File: config.mk
export PLATFORM = sky130hd
export DESIGN_NAME = hv_wdg_reg_scan
export DESIGN_NICKNAME = d
export VERILOG_FILES = /design/src/rtl/hv_wdg_reg_scan.sv
export SDC_FILE = /design/constraint.sdc
export NUM_CORES = 1
export LEC_CHECK = 0
export CAP_MARGIN = 20
export CELL_PAD_IN_SITES_DETAIL_PLACEMENT = 1
export CELL_PAD_IN_SITES_GLOBAL_PLACEMENT = 1
export CORE_ASPECT_RATIO = 0.7
export CORE_MARGIN = 2
export CORE_UTILIZATION = 35
export DETAILED_ROUTE_END_ITERATION = 6
export PLACE_DENSITY = 0.79
export SETUP_SLACK_MARGIN = 0.1
export SLEW_MARGIN = 40
export SYNTH_ARGS = -nofsm -noshare
export SYNTH_HDL_FRONTEND = slang
export SYNTH_SLANG_ARGS = --single-unit
File: constraint.sdc
create_clock -name i_clk -period 2.2 [get_ports i_clk]
set_clock_uncertainty 0.1 [all_clocks]
set_input_delay 0.44 -clock i_clk [delete_from_list [all_inputs] [get_ports i_clk]]
set_output_delay 0.44 -clock i_clk [all_outputs]
set_load 0.05 [all_outputs]
File: src/rtl/hv_wdg_reg_scan.sv
// hv_wdg_reg_scan
// Watchdog register-scan sequencer. Sweeps a fixed register address window
// through the access controller's watchdog read port, one read at a time.
// Each returned word is checked against its stored CRC-8 (poly 0x07, init
// 0xFF, MSB first, no final XOR). CRC mismatches and missing acknowledges
// are counted and reported, and the end of every sweep is flagged.
module hv_wdg_reg_scan #(
  parameter int                REG_AW          = 7,
  parameter int                REG_DW          = 8,
  parameter int                REG_CRC_W       = 8,
  parameter logic [REG_AW-1:0] SCAN_START_ADDR = 7'h00,
  parameter logic [REG_AW-1:0] SCAN_END_ADDR   = 7'h3F,
  parameter int                SCAN_INTV_CYC   = 1000,
  parameter int                ACK_TO_CYC      = 64,
  parameter int                ERR_CNT_W       = 8
) (
  input  logic                 i_clk,
  input  logic                 i_rst_n,
  input  logic                 i_scan_en,
  input  logic                 i_err_clr,
  output logic                 o_wdg_scan_rac_rd_req,
  output logic [REG_AW-1:0]    o_wdg_scan_rac_addr,
  input  logic                 i_rac_wdg_scan_ack,
  input  logic [REG_DW-1:0]    i_rac_wdg_scan_data,
  input  logic [REG_CRC_W-1:0] i_rac_wdg_scan_crc,
  output logic                 o_scan_busy,
  output logic                 o_scan_done,
  output logic                 o_scan_crc_err,
  output logic                 o_scan_timeout,
  output logic [REG_AW-1:0]    o_scan_err_addr,
  output logic                 o_scan_err_sticky,
  output logic [ERR_CNT_W-1:0] o_scan_err_cnt
);

  // Ack timeout counter counts the REQ cycles already spent (0..ACK_TO_CYC-1).
  localparam int TO_CNT_W = $clog2(ACK_TO_CYC);
  localparam logic [TO_CNT_W-1:0] TO_LAST = TO_CNT_W'(ACK_TO_CYC - 1);

  // Gap counter counts idle cycles between sweeps (0..SCAN_INTV_CYC-1).
  localparam int GAP_CNT_W = (SCAN_INTV_CYC > 1) ? $clog2(SCAN_INTV_CYC) : 1;
  localparam logic [GAP_CNT_W-1:0] GAP_LAST =
    GAP_CNT_W'((SCAN_INTV_CYC > 0) ? SCAN_INTV_CYC - 1 : 0);

  localparam logic [REG_CRC_W-1:0] CRC_POLY = REG_CRC_W'(8'h07);
  localparam logic [REG_CRC_W-1:0] CRC_INIT = '1;

  typedef enum logic [1:0] {
    IDLE  = 2'd0,
    REQ   = 2'd1,
    CHECK = 2'd2,
    GAP   = 2'd3
  } state_e;

  // Bit-serial CRC over one data word, MSB first.
  function automatic logic [REG_CRC_W-1:0] crc8_calc(input logic [REG_DW-1:0] data);
    logic [REG_CRC_W-1:0] crc;
    logic                 fb;
    crc = CRC_INIT;
    for (int i = REG_DW - 1; i >= 0; i--) begin
      fb  = crc[REG_CRC_W-1] ^ data[i];
      crc = {crc[REG_CRC_W-2:0], 1'b0};
      if (fb) crc = crc ^ CRC_POLY;
    end
    return crc;
  endfunction

  state_e                 state_q,    state_d;
  logic [REG_AW-1:0]      addr_q,     addr_d;
  logic [TO_CNT_W-1:0]    to_cnt_q,   to_cnt_d;
  logic [GAP_CNT_W-1:0]   gap_cnt_q,  gap_cnt_d;
  logic                   to_flag_q,  to_flag_d;
  logic [REG_DW-1:0]      data_q;
  logic [REG_CRC_W-1:0]   crc_q;
  logic                   cap_en;
  logic                   done_q,     done_d;
  logic                   crc_err_q,  crc_err_d;
  logic                   timeout_q,  timeout_d;
  logic                   err_evt;
  logic [REG_AW-1:0]      err_addr_q;
  logic                   sticky_q,   sticky_d;
  logic [ERR_CNT_W-1:0]   cnt_q,      cnt_d;
  logic                   crc_bad;

  assign crc_bad = (crc8_calc(data_q) != crc_q);

  // Next-state, address sequencing, counters and error bookkeeping.
  always_comb begin
    // NOTE: every signal driven here gets a default first, so no path can
    // leave one unassigned and infer a latch.
    state_d   = state_q;
    addr_d    = addr_q;
    to_cnt_d  = '0;
    gap_cnt_d = '0;
    to_flag_d = to_flag_q;
    cap_en    = 1'b0;
    done_d    = 1'b0;
    crc_err_d = 1'b0;
    timeout_d = 1'b0;

    unique case (state_q)
      IDLE: begin
        addr_d = SCAN_START_ADDR;
        if (i_scan_en) state_d = REQ;
      end

      REQ: begin
        // Ack wins over a timeout landing in the same cycle. Scan enable is
        // deliberately not looked at: an issued access always completes.
        if (i_rac_wdg_scan_ack) begin
          cap_en    = 1'b1;
          to_flag_d = 1'b0;
          state_d   = CHECK;
        end else if (to_cnt_q == TO_LAST) begin
          to_flag_d = 1'b1;
          state_d   = CHECK;
        end else begin
          to_cnt_d = to_cnt_q + 1'b1;
        end
      end

      CHECK: begin
        // A timed-out access passes through here too, without a CRC verdict.
        timeout_d = to_flag_q;
        crc_err_d = !to_flag_q && crc_bad;
        if (!i_scan_en) begin
          addr_d  = SCAN_START_ADDR;
          state_d = IDLE;
        end else if (addr_q == SCAN_END_ADDR) begin
          done_d  = 1'b1;
          addr_d  = SCAN_START_ADDR;
          state_d = (SCAN_INTV_CYC == 0) ? REQ : GAP;
        end else begin
          addr_d  = addr_q + 1'b1;
          state_d = REQ;
        end
      end

      GAP: begin
        if (!i_scan_en) begin
          addr_d  = SCAN_START_ADDR;
          state_d = IDLE;
        end else if (gap_cnt_q == GAP_LAST) begin
          state_d = REQ;
        end else begin
          gap_cnt_d = gap_cnt_q + 1'b1;
        end
      end

      default: begin
        addr_d  = SCAN_START_ADDR;
        state_d = IDLE;
      end
    endcase

    // Clear is applied first, then a coincident error is counted on top.
    err_evt  = crc_err_d | timeout_d;
    cnt_d    = cnt_q;
    sticky_d = sticky_q;
    if (i_err_clr) begin
      cnt_d    = '0;
      sticky_d = 1'b0;
    end
    if (err_evt) begin
      sticky_d = 1'b1;
      if (cnt_d != '1) cnt_d = cnt_d + 1'b1;
    end
  end

  // State, address, counters, captured read word and reported status.
  always_ff @(posedge i_clk or negedge i_rst_n) begin
    if (!i_rst_n) begin
      state_q    <= IDLE;
      addr_q     <= SCAN_START_ADDR;
      to_cnt_q   <= '0;
      gap_cnt_q  <= '0;
      to_flag_q  <= 1'b0;
      data_q     <= '0;
      crc_q      <= '0;
      done_q     <= 1'b0;
      crc_err_q  <= 1'b0;
      timeout_q  <= 1'b0;
      err_addr_q <= '0;
      sticky_q   <= 1'b0;
      cnt_q      <= '0;
    end else begin
      // NOTE: non-blocking assignments so every register here samples the
      // pre-edge values computed above, independent of statement order.
      state_q   <= state_d;
      addr_q    <= addr_d;
      to_cnt_q  <= to_cnt_d;
      gap_cnt_q <= gap_cnt_d;
      to_flag_q <= to_flag_d;
      if (cap_en) begin
        data_q <= i_rac_wdg_scan_data;
        crc_q  <= i_rac_wdg_scan_crc;
      end
      done_q    <= done_d;
      crc_err_q <= crc_err_d;
      timeout_q <= timeout_d;
      if (err_evt) err_addr_q <= addr_q;
      sticky_q  <= sticky_d;
      cnt_q     <= cnt_d;
    end
  end

  // Request is decoded straight from the state register, so it drops in the
  // cycle after an ack and clears together with the asynchronous reset.
  assign o_wdg_scan_rac_rd_req = (state_q == REQ);
  assign o_wdg_scan_rac_addr   = addr_q;
  assign o_scan_busy           = (state_q != IDLE);
  assign o_scan_done           = done_q;
  assign o_scan_crc_err        = crc_err_q;
  assign o_scan_timeout        = timeout_q;
  assign o_scan_err_addr       = err_addr_q;
  assign o_scan_err_sticky     = sticky_q;
  assign o_scan_err_cnt        = cnt_q;

endmodule

==> metrics.md <==
| Metric | Value |
|---|---|
| First-pass GRT wire length | ~13 mm |
| Synth Flop Type | dfrtp_1 |
| Number of global-route vias before repair | 2457 |
| Clock slew at reported path FFs | 0.06 ns |
| Sw Ratio | approximately a third |
| IO Count | 49 |
| CTS Root Cell | clkbuf_16 |
| CP Launch Point | data_q[4] |
| Max VDD drop | approximately 0.41 mV |
| Critical Path End Type | flip-flop |
| Final HPWL DP | roughly 5.3 mm |
| Int Pwr | a little over 3 mW |
| Avg Synthesized Cell Area | between 10 and 15 µm² |
| Comb pwr share | 36.0% |
| DR WL/cell | approximately 17 µm |
| Row count | 27 |
| Sequential power share | roughly a third |
| Cell taking the most area after synthesis | dfrtp_1 |
| Crit share post-route | 112.9% |
| Clock power frac | between 30% and 40% |
| Maximum clock path buffer count | 2 |
| Final Hold Fails | 0 |
| Worst-skew pair later-pin latency | between 0.3 and 0.4 ns |
| Ranking of synthesized cells by area | dfrtp_1 (53%), mux2_2 (9.0%), xnor2_1 (4.3%) |
| Num CTS Buffers | 9 |
| Drt total wl | roughly 7.6 mm |
| Fillers | 850 |
| Via count | 2307 |
| Die width | roughly 110 µm |
| Via density | approximately 5.1 |
| Post-Synthesis Cells | approximately 260 |
| Slew Limit Headroom | between 50% and 60% |
| Async SR Flop Fraction | 100.0% |
| # port buffers | between 40 and 50 |
| WS Path Type | flip-flop to flip-flop |
| Synth top area share | a little over half |
| Hold Path Class | flip-flop to flip-flop |
| Slew Viols, Final | 0 |
| TritonCTS clock tree | done |
| Clock sink count | a little over 60 |
| Outcome | finished with violations |
| Share of cells above drive strength 1 | approximately a quarter |
| Final setup vio count | 16 |
| P&R area growth vs syn | 41.27% |
| Yosys reg bits | 61 |
| Failing checks | negative setup slack |
| Switching power | about 1.6 mW |
| Hold Startpoint | gap_cnt_q[0] |
| Peak Freq | 402.7 MHz |
| Min setup slack post-route | -0.2832 ns |
| Total of warnings raised by yosys | 0 |
| Vert. Die Dim | 79.74 µm |
| Critical R2R Launch | data_q[4] |
| Total design power | 4.662 mW |
| Minimum clock period | roughly 2.5 ns |
| First DRT Iteration DRCs | 48 |
| Syn_nets | 287 |
| Req. time, crit path | between 2 and 2.5 ns |
| GR Overflow Total | 0 |
| Least-Margin Pin Slew | approximately 0.70 ns |
| Ant diodes | 0 |
| Die area | ~8900 µm² |
| CP Launch Type | flip-flop |
| H-tree Lvls | 3 |
| PwrDens | around 1200 nW/µm² |
| Initial antenna violation count | 0 |
| Post-route ant nets | 0 |
| RSZ-0062 raised after global routing | yes |
| Post-synthesis cell area | 2868 µm² |
| Distinct cells, synth | about 40 |
| Crit path max fanout | 7 |
| Largest net degree at the start of global routing | 25 |
| DRC viols | 0 |
| Pleak | about 1.9 nW |
| Drt pass-1 iters | 4 |
| Fin nets | between 300 and 400 |
| GP Congestion | 0.8932 |
| Max cap viols | 0 |
| CP Data Arrival Time | around 2.6 ns |
| Sequential share of the synthesized area | between 50% and 60% |
| Final hold slack | around 0.36 ns |
| Initial core utilization | about 36% |
| EDFF count, synth | 0 |
| Core box area | 7905 µm² |
| Total Routing Usage GR | a little under a fifth |
==> cell families after synthesis <==
group	Yosys count	share of synthesized area, %
simple gates	101	18.06
flops	61	53.23
compound gates	35	7.854
xor+xnor	26	7.941
mux	24	9.424
buf+inv	11	1.745
fa+ha+maj	4	1.745
==> critical path, cell delays in order (launching register included) <==
cell,delay [ns]
dfrtp_1,0.43
xnor2_2,0.16
or3_1,0.38
a222oi_1,0.41
o211ai_1,0.25
buf_4,0.23
nand3_4,0.10
mux2_4,0.31
==> final cells by class <==
cell class,instances,area (µm²),share of cell area (%)
timing repair buffer,75,710.7,17.54
inverter,6,22.52,0.5559
clock inverter,6,71.32,1.760
multi-input combinational,190,1353,33.38
sequential,61,1529,37.74
clock buffer,10,239.0,5.899
tap,101,126.4,3.119
==> sequential cells by signal, indices dropped and copies added (netlist names) <==
signal               cells
data_q                   8
gap_cnt_q               10
o_wdg_scan_rac_addr      7
to_cnt_q                 6
o_scan_crc_err           1
o_scan_timeout           1
crc_q                    8
state_q                  2
o_scan_err_sticky        1
o_scan_err_cnt           8
to_flag_q                1
o_scan_err_addr          7
o_scan_done              1
==> metrics by stage <==
stage          setup WS, ns  instance area, µm²  utilization (%)  cells  setup TNS, ns
2_1_floorplan      0.009321                2902                -    262              0
3_3_place_gp        -0.1806                3670            46.42    429         -1.877
3_5_place_dp        -0.3448                3670            46.42    429         -3.154
4_1_cts             -0.2914                4008            50.70    448         -3.791
5_1_grt             -0.4465                4051            51.25    449         -6.264
6_report            -0.2832                4051            51.25    449         -3.502
==> synth_stat cells (2+ instances only) <==
master	number
clkbuf_1	3
and2_1	2
and4_1	2
inv_1	6
a21oi_1	8
nor3b_1	2
mux2_2	23
nand3b_1	2
dfrtp_1	61
ha_1	4
a21o_1	2
a31oi_1	4
and3_1	10
nand3_1	16
nand4_1	3
nand2_1	22
nand2b_1	3
xor2_1	12
nor2_1	20
xnor2_1	14
nor3_1	4
nor2b_1	5
o31ai_1	2
o21ai_0	10
or3_1	6
==> per-layer routing <==
metal / share of wire [%] / GRT usage (%) / vias up
met5: 0 / 0 / -
met4: 1.7 / 6.585 / 0
met3: 3.2 / 4.708 / 13
met2: 50 / 30.00 / 50
met1: 45 / 22.93 / 1165
li1: - / - / 1079
==> repair_timing <==
action                                  CTS  global route
endpoints found under the setup margin   29            17
endpoints found under the hold margin     9             0
pin swaps                                 6             4
resized for setup                        16             6
buffers inserted                          3             1
hold buffers                              1             0
==> cell usage in the layout (no fill, tap or decap), drive strengths merged, types with 4 or more instances in the layout <==
cell type      netlist  final
o21ai               10     10
nor2b                5      5
xnor2               14     14
mux2                24     24
a31oi                4      4
ha                   4      4
inv                  6      7
dfrtp               61     61
nand2               23     23
xor2                12     12
and3                10     10
clkdlybuf4s50        0     31
or3                  6      6
clkbuf               3     10
a21oi                8      8
dlygate4sd2          0     13
nor2                20     20
nor3                 4      4
buf                  2     30
nand3               17     17
==> path summary, 6_finish.rpt <==
kind | end | depth (start not counted) | slack (ns)
min in group asynchronous | o_scan_err_addr[0] | 2 | 0.43
setup / recovery | o_scan_err_cnt[1] | 7 | -0.28
hold / removal | gap_cnt_q[0] | 1 | 0.36
max in group asynchronous | crc_q[1] | 3 | 1.07
hold reg to reg | gap_cnt_q[0] | 1 | 0.36
setup reg to reg | o_scan_err_cnt[1] | 7 | -0.28
==> power groups by stage <==
| stage | Combinational, mW | Sequential (mW) | Clock (mW) |
|---|---|---|---|
| after floorplan | 0.895 | 1.66 | 0 |
| after global placement | 1.50 | 1.55 | 0 |
| after detailed placement | 1.57 | 1.56 | 0 |
| after CTS | 1.64 | 1.55 | 1.47 |
| after global routing | 1.82 | 1.58 | 1.53 |
| final | 1.68 | 1.55 | 1.43 |
No activity file was read; power rests on OpenSTA's default activity.
